--- src/rtl/rs_timer_pkg.sv ---
// Shared types for the timer bank: the per-channel counting mode.
package rs_timer_pkg;

   typedef enum logic [1:0] {
      MODE_FREE    = 2'b00,
      MODE_RELOAD  = 2'b01,
      MODE_ONESHOT = 2'b10,
      MODE_RSVD    = 2'b11
   } mode_e;

endpackage

--- src/rtl/rs_timer_chan.sv ---
// One timer channel: counter, run status, sticky wrap flag and compare pulse.
// Advances on the shared prescaler tick; clr > load > step priority.
module rs_timer_chan
   import rs_timer_pkg::*;
#(
   parameter int DATA_WIDTH = 16
) (
   input  logic                  clk_i,
   input  logic                  rst_i,
   input  logic                  i_tick,
   input  logic                  i_en,
   input  logic                  i_down,
   input  logic [1:0]            i_mode,
   input  logic [DATA_WIDTH-1:0] i_delta,
   input  logic [DATA_WIDTH-1:0] i_reload,
   input  logic [DATA_WIDTH-1:0] i_cmp,
   input  logic                  i_clr,
   input  logic                  i_load,
   input  logic                  i_flag_clr,
   output logic [DATA_WIDTH-1:0] o_dat,
   output logic                  o_ovf,
   output logic                  o_cmp,
   output logic                  o_run
);

   logic [DATA_WIDTH-1:0] r_cnt;
   logic                  r_run;
   logic                  r_ovf;
   logic                  r_cmp;

   mode_e                 w_mode;
   logic [DATA_WIDTH:0]   w_sum;
   logic                  w_wrap;
   logic                  w_step;
   logic [DATA_WIDTH-1:0] w_cnt_d;
   logic                  w_run_d;
   logic                  w_upd;
   logic                  w_wrap_ev;

   assign w_mode = mode_e'(i_mode);

   // The extra MSB is the carry when counting up and the borrow when counting down.
   assign w_sum  = i_down ? ({1'b0, r_cnt} - {1'b0, i_delta})
                          : ({1'b0, r_cnt} + {1'b0, i_delta});
   assign w_wrap = w_sum[DATA_WIDTH];
   assign w_step = i_tick & i_en & r_run & (i_delta != '0);

   always_comb begin
      // NOTE: every output of this block gets a default first, so no path can infer a latch.
      w_cnt_d   = r_cnt;
      w_run_d   = r_run;
      w_upd     = 1'b0;
      w_wrap_ev = 1'b0;
      if (i_clr) begin
         w_cnt_d = '0;
         w_run_d = 1'b1;
         w_upd   = 1'b1;
      end else if (i_load) begin
         w_cnt_d = i_reload;
         w_run_d = 1'b1;
         w_upd   = 1'b1;
      end else if (w_step) begin
         w_upd     = 1'b1;
         w_wrap_ev = w_wrap;
         case (w_mode)
            MODE_RELOAD: w_cnt_d = w_wrap ? i_reload : w_sum[DATA_WIDTH-1:0];
            MODE_ONESHOT: begin
               w_cnt_d = w_wrap ? i_reload : w_sum[DATA_WIDTH-1:0];
               if (w_wrap) w_run_d = 1'b0;
            end
            default: w_cnt_d = w_sum[DATA_WIDTH-1:0];
         endcase
      end
   end

   // NOTE: sequential state uses non-blocking assignments so all flops update together.
   always_ff @(posedge clk_i) begin
      if (rst_i) begin
         r_cnt <= '0;
         r_run <= 1'b1;
         r_ovf <= 1'b0;
         r_cmp <= 1'b0;
      end else begin
         r_cnt <= w_cnt_d;
         r_run <= w_run_d;
         r_cmp <= w_upd & (w_cnt_d == i_cmp);
         r_ovf <= w_wrap_ev | (r_ovf & ~i_flag_clr);
      end
   end

   assign o_dat = r_cnt;
   assign o_ovf = r_ovf;
   assign o_cmp = r_cmp;
   assign o_run = r_run;

endmodule

--- src/rtl/rs_timer_bank.sv ---
// Bank of independent timer channels behind one free-running prescaler.
// Packed configuration ports are sliced per channel here.
module rs_timer_bank
   import rs_timer_pkg::*;
#(
   parameter int NUM_CH     = 4,
   parameter int DATA_WIDTH = 16,
   parameter int PSC_WIDTH  = 8
) (
   input  logic                           clk_i,
   input  logic                           rst_i,
   input  logic [PSC_WIDTH-1:0]           psc_i,
   input  logic [NUM_CH-1:0]              en_i,
   input  logic [NUM_CH-1:0]              down_i,
   input  logic [2*NUM_CH-1:0]            mode_i,
   input  logic [DATA_WIDTH*NUM_CH-1:0]   delta_i,
   input  logic [DATA_WIDTH*NUM_CH-1:0]   reload_i,
   input  logic [DATA_WIDTH*NUM_CH-1:0]   cmp_i,
   input  logic [NUM_CH-1:0]              clr_i,
   input  logic [NUM_CH-1:0]              load_i,
   input  logic [NUM_CH-1:0]              flag_clr_i,
   output logic [DATA_WIDTH*NUM_CH-1:0]   dat_o,
   output logic [NUM_CH-1:0]              ovf_o,
   output logic [NUM_CH-1:0]              cmp_o,
   output logic [NUM_CH-1:0]              run_o
);

   logic [PSC_WIDTH-1:0] r_psc_cnt;
   logic                 w_tick;

   // >= rather than == so lowering psc_i below the running count ticks on the next cycle.
   assign w_tick = (r_psc_cnt >= psc_i);

   always_ff @(posedge clk_i) begin
      if (rst_i)       r_psc_cnt <= '0;
      else if (w_tick) r_psc_cnt <= '0;
      else             r_psc_cnt <= r_psc_cnt + 1'b1;
   end

   for (genvar k = 0; k < NUM_CH; k++) begin : g_chan
      rs_timer_chan #(
         .DATA_WIDTH(DATA_WIDTH)
      ) u_chan (
         .clk_i      (clk_i),
         .rst_i      (rst_i),
         .i_tick     (w_tick),
         .i_en       (en_i[k]),
         .i_down     (down_i[k]),
         .i_mode     (mode_i[2*k +: 2]),
         .i_delta    (delta_i[DATA_WIDTH*k +: DATA_WIDTH]),
         .i_reload   (reload_i[DATA_WIDTH*k +: DATA_WIDTH]),
         .i_cmp      (cmp_i[DATA_WIDTH*k +: DATA_WIDTH]),
         .i_clr      (clr_i[k]),
         .i_load     (load_i[k]),
         .i_flag_clr (flag_clr_i[k]),
         .o_dat      (dat_o[DATA_WIDTH*k +: DATA_WIDTH]),
         .o_ovf      (ovf_o[k]),
         .o_cmp      (cmp_o[k]),
         .o_run      (run_o[k])
      );
   end

endmodule
--- config.mk ---
export PLATFORM = sky130hd
export DESIGN_NAME = rs_timer_bank
export DESIGN_NICKNAME = d
export VERILOG_FILES = /design/src/rtl/rs_timer_pkg.sv /design/src/rtl/rs_timer_chan.sv /design/src/rtl/rs_timer_bank.sv
export SDC_FILE = /design/constraint.sdc
export NUM_CORES = 1
export LEC_CHECK = 0
export BUFFER_PORTS_ARGS = -buffer_cell sky130_fd_sc_hd__buf_2
export CORE_MARGIN = 2
export CORE_UTILIZATION = 35
export CTS_BUF_LIST = sky130_fd_sc_hd__clkbuf_4
export CTS_CLUSTER_SIZE = 14
export DETAILED_ROUTE_END_ITERATION = 12
export GPL_TIMING_DRIVEN = 0
export PLACE_DENSITY = 0.65
export SLEW_MARGIN = 20
export SYNTH_ARGS = -nofsm -noshare
export SYNTH_HDL_FRONTEND = slang
export SYNTH_HIERARCHICAL = 1
export SYNTH_SLANG_ARGS = --single-unit
--- constraint.sdc ---
create_clock -name clk_i -period 4.7 [get_ports clk_i]
set_input_delay 0.705 -clock clk_i [delete_from_list [all_inputs] [get_ports clk_i]]
set_output_delay 0.705 -clock clk_i [all_outputs]
set_load 0.05 [all_outputs]
==> impl_summary.md <==
Run status
The run finished, with violations left. The checks that failed: negative setup slack.

Logic synthesis
The synthesized design devotes to its leading area cell type ~15% of total area. In this run, distinct cell masters in the synthesized netlist total about 110. The synthesized design contains 0 enable-type register cells.

Synthesis produced a netlist whose cell count is 1559. In the synthesized netlist the dominant register cell turns out to be sky130_fd_sc_hd__dfxtp_1. During synthesis, Yosys emitted a total of 6 warnings. The average instance in the mapped netlist occupies around 7.4 µm². Of all cell types, the one taking the most synthesized area is sky130_fd_sc_hd__dfxtp_1.

Counting flops and latches in the post-synthesis netlist gives 84. For this run, asynchronously set or reset flops after synthesis account for 0%. After synthesis, flip-flops and latches occupy 14.6% of the total area. After synthesis the cells add up to 0.0115 mm². The net count after synthesis is 1874. By area the synthesized netlist is led by sky130_fd_sc_hd__dfxtp_1 15%, sky130_fd_sc_hd__ha_1 8.8%, sky130_fd_sc_hd__xnor2_1 7.4%.

Global routing
The number of global-route vias before repair came to between 10000 and 15000. Entering global routing, the biggest net connects 15 pins. Summed over all layers, the global routing overflow is 0. The first global-routing pass estimated 66.9 mm of wire.

The overall track demand over capacity in global routing is 24.6%. The initial antenna violation count is 3.

Setup path
Data arrives at the worst endpoint at 5.22 ns. The required time of the worst setup path is 5.15 ns. The setup slack on the worst flop-to-flop path is around 0.45 ns. The class of the most critical setup path is primary input to flop.

The logic depth of the worst register-to-register path is 14. The reg-to-reg startpoint is r_psc_cnt[4]. The launching element type of the critical path is a primary input. The endpoint kind of the worst setup timing path is a flop.

Of all nets on the critical path, the largest fanout is 5. In this run the critical register-to-register path is captured at g_chan[3].u_chan/o_cmp.

Timing
The worst-case setup margin in the final layout is -0.0696 ns. In the finished design, the share of the clock period the worst path needs comes to 101%. The hold slack is 0.482 ns. Based on the critical path, the design can be clocked at up to 210 MHz.

At the pin with the least slew margin, the transition time is roughly 0.75 ns. The number of pins exceeding their max-slew limit in the final report is 0. The setup-violating endpoint count in the final report is 2.

The final critical path time including I/O delays and setup is 4.77 ns. Setup repair after global routing could not meet its margin everywhere. The number of hold violations in the final report is 0. The clock skew after layout is 0.0172 ns. The worst slew margin relative to its limit is 50.1%.

Placed design
Detailed placement finished with a half-perimeter wire length of 35.4 mm. Input and output buffers added on the ports amount to 299. The placer congestion estimate is between 0.9 and 1.

At the placement stage, the worst setup path has a slack of -1.02 ns.

Route
The number of design-rule violations left by the first detailed-router iteration is between 1000 and 1500. Using the TritonRoute via totals, the vias-per-cell ratio works out to ~5.8. Detailed routing placed a total of between 20 and 25 mm of wire on met2. In the final routed layout, each cell accounts on average for 18.9 µm. The sum of routed wire length over all layers is 44.7 mm. Summed over all nets, wire length on met3 after detailed routing comes to approximately 3.6 mm.

For this run, design rule violations remaining after detail routing come to 0. The vias after detailed routing is 13800. Signal routing reaches up to met4. For this block, wires on met1 add up to 19.1 mm. For this run, the detailed router's first-pass iteration total came to 6. The number of antenna-violating nets in the routed design is 0.

Worst hold path
The worst hold path begins at flag_clr_i[2]. The path with the worst hold slack has its endpoint at g_chan[2].u_chan/o_ovf. The min-delay analysis places its worst path in the category primary input to flop. The count of cells along the worst hold path is 4.

Clock tree
Clock tree synthesis inserted a total of 9 buffers. The clock passes through at most 2 buffers. Clock latency on the worst-skew pair, taken at its later pin, is 0.51 ns.

The number of hold buffers added after CTS was 0. CTS saw 84 sinks. The master cell of the clock root buffer is sky130_fd_sc_hd__clkbuf_4. The deepest level of the CTS H-tree is 3. Clock-pin slew was measured on the worst setup and hold paths at 0.15 ns. TritonCTS built the clock tree.

Pwr
The worst-case IR drop observed on VDD is 0.000104 V. In this run the static leakage power is about 6.4 nW. The power per unit of standard cell area is between 150 and 200 mW/mm².

Floorplanning
The number of core rows is 66. The die is 186 µm wide. around 300 I/O pins were placed. The core footprint is 0.0325 mm².

For this configuration, the core starts out at a cell density of 35.5%. The die extent in y is ~190 µm. The floorplan step defined a die boundary enclosing around 0.034 mm².

Layout
The layout-stage area growth over the synthesis result is 29.5%. The final-stage net count is 2232. The library cell used most frequently in the layout, excluding fill and tap cells, is sky130_fd_sc_hd__buf_2.

The top cell types in the final layout, fill and taps aside, are 299 x sky130_fd_sc_hd__buf_2, 194 x sky130_fd_sc_hd__nor2_1, 128 x sky130_fd_sc_hd__a21oi_1. The share of cells above drive strength 1 is 29.2%.

Flow run
The tool flagged a number of max-cap violations equal to 0.
worst max path at each step:
stage           startpoint                     end  slack, ns  cells after the start
4_1_cts         delta_i[4]  g_chan[0].u_chan/o_cmp      0.001                     19
3_5_place_dp   delta_i[50]  g_chan[3].u_chan/o_cmp      -1.02                     21
6_report       delta_i[19]  g_chan[1].u_chan/o_cmp      -0.07                     18
2_1_floorplan   delta_i[4]  g_chan[0].u_chan/o_cmp      -0.06                     17
5_1_grt         delta_i[3]  g_chan[0].u_chan/o_cmp      -0.20                     18
3_3_place_gp      psc_i[3]  g_chan[0].u_chan/o_cmp      -1.56                     16
area by class of cell:
class	instances	area (µm²)
fill	3367	17600
multi-input combinational	1314	9910
timing repair buffer	352	1990
sequential	84	1680
tap	442	553
inverter	96	365
buffer	60	294
clock inverter	7	90.1
clock buffer	9	67.6
antenna	3	7.51
through the flow:
| step | total power [mW] | std cells | cell area [µm²] | setup TNS (ns) | util (%) |
|---|---|---|---|---|---|
| 2_1_floorplan | 1.65 | 1559 | 11600 | -0.175 | - |
| 3_3_place_gp | 2.05 | 2300 | 13700 | -14.58 | 42.0 |
| 3_5_place_dp | 2.07 | 2300 | 13700 | -7.51 | 42.0 |
| 4_1_cts | 2.63 | 2332 | 14200 | 0 | 43.6 |
| 5_1_grt | 2.89 | 2367 | 15000 | -0.658 | 46.0 |
| 6_report | 2.73 | 2367 | 15000 | -0.138 | 46.0 |
flip-flops by register name, indices dropped and copies added (netlist names):
name                 cells
g_chan.u_chan/o_run      4
r_psc_cnt                8
g_chan.u_chan/o_cmp      4
g_chan.u_chan/o_dat     64
g_chan.u_chan/o_ovf      4
cell usage after synthesis, drive strengths merged (23+ instances only):
cell      n
o21ai    69
nor2    202
buf      30
xnor2    98
a31oi    37
a21oi   147
ha       81
a211oi   23
xor2     27
nand3    44
nand2    83
dfxtp    84
a21o     27
inv      95
nor3     73
clkbuf   35
logic make-up (layout without fill, tap and decap cells):
family	count (synthesis)	count (layout)	share of synthesized area, %
mux	24	24	2.40
other cells	0	3	0
xor+xnor	125	125	9.48
fa+ha+maj	85	85	9.47
simple gates	569	569	25.9
flops	84	84	14.6
compound gates	511	511	32.5
buf+inv	161	524	5.70
per-layer routing:
| layer | track usage [%] | up-vias |
|---|---|---|
| li1 | - | 6560 |
| met1 | 32.1 | 6442 |
| met2 | 40.4 | 654 |
| met3 | 4.44 | 100 |
| met4 | 8.76 | 0 |
| met5 | 0 | - |
where the power goes:
group          switching, mW  internal, mW  total (mW)
sequential            0.0320         0.736       0.768
combinational          0.864         0.579        1.44
clock                  0.306         0.214       0.520
total                   1.20          1.53        2.73
critical path, cell delays in order:
cell	delay, ns
sky130_fd_sc_hd__buf_8	0.09
sky130_fd_sc_hd__or4_4	0.57
sky130_fd_sc_hd__nor4b_4	0.41
sky130_fd_sc_hd__a31oi_1	0.15
sky130_fd_sc_hd__xnor2_1	0.16
sky130_fd_sc_hd__ha_1	0.32
sky130_fd_sc_hd__buf_4	0.15
sky130_fd_sc_hd__a21boi_0	0.14
sky130_fd_sc_hd__a211o_1	0.36
sky130_fd_sc_hd__or4_4	0.59
sky130_fd_sc_hd__nand2_8	0.13
sky130_fd_sc_hd__nor3_4	0.07
sky130_fd_sc_hd__a221oi_2	0.39
sky130_fd_sc_hd__xor2_1	0.19
sky130_fd_sc_hd__nand4_1	0.11
sky130_fd_sc_hd__o211a_1	0.18
sky130_fd_sc_hd__a2111oi_4	0.27
sky130_fd_sc_hd__o2111a_1	0.22
what timing repair did:
| item | in CTS | in global routing |
|---|---|---|
| gates cloned | 0 | 1 |
| endpoints found under the setup margin | 4 | 4 |
| hold endpoints to repair | 0 | 0 |
| resized for setup | 49 | 101 |
| setup buffers | 20 | 33 |
| pin swaps | 29 | 89 |
Power figures use the tool's default switching activity.
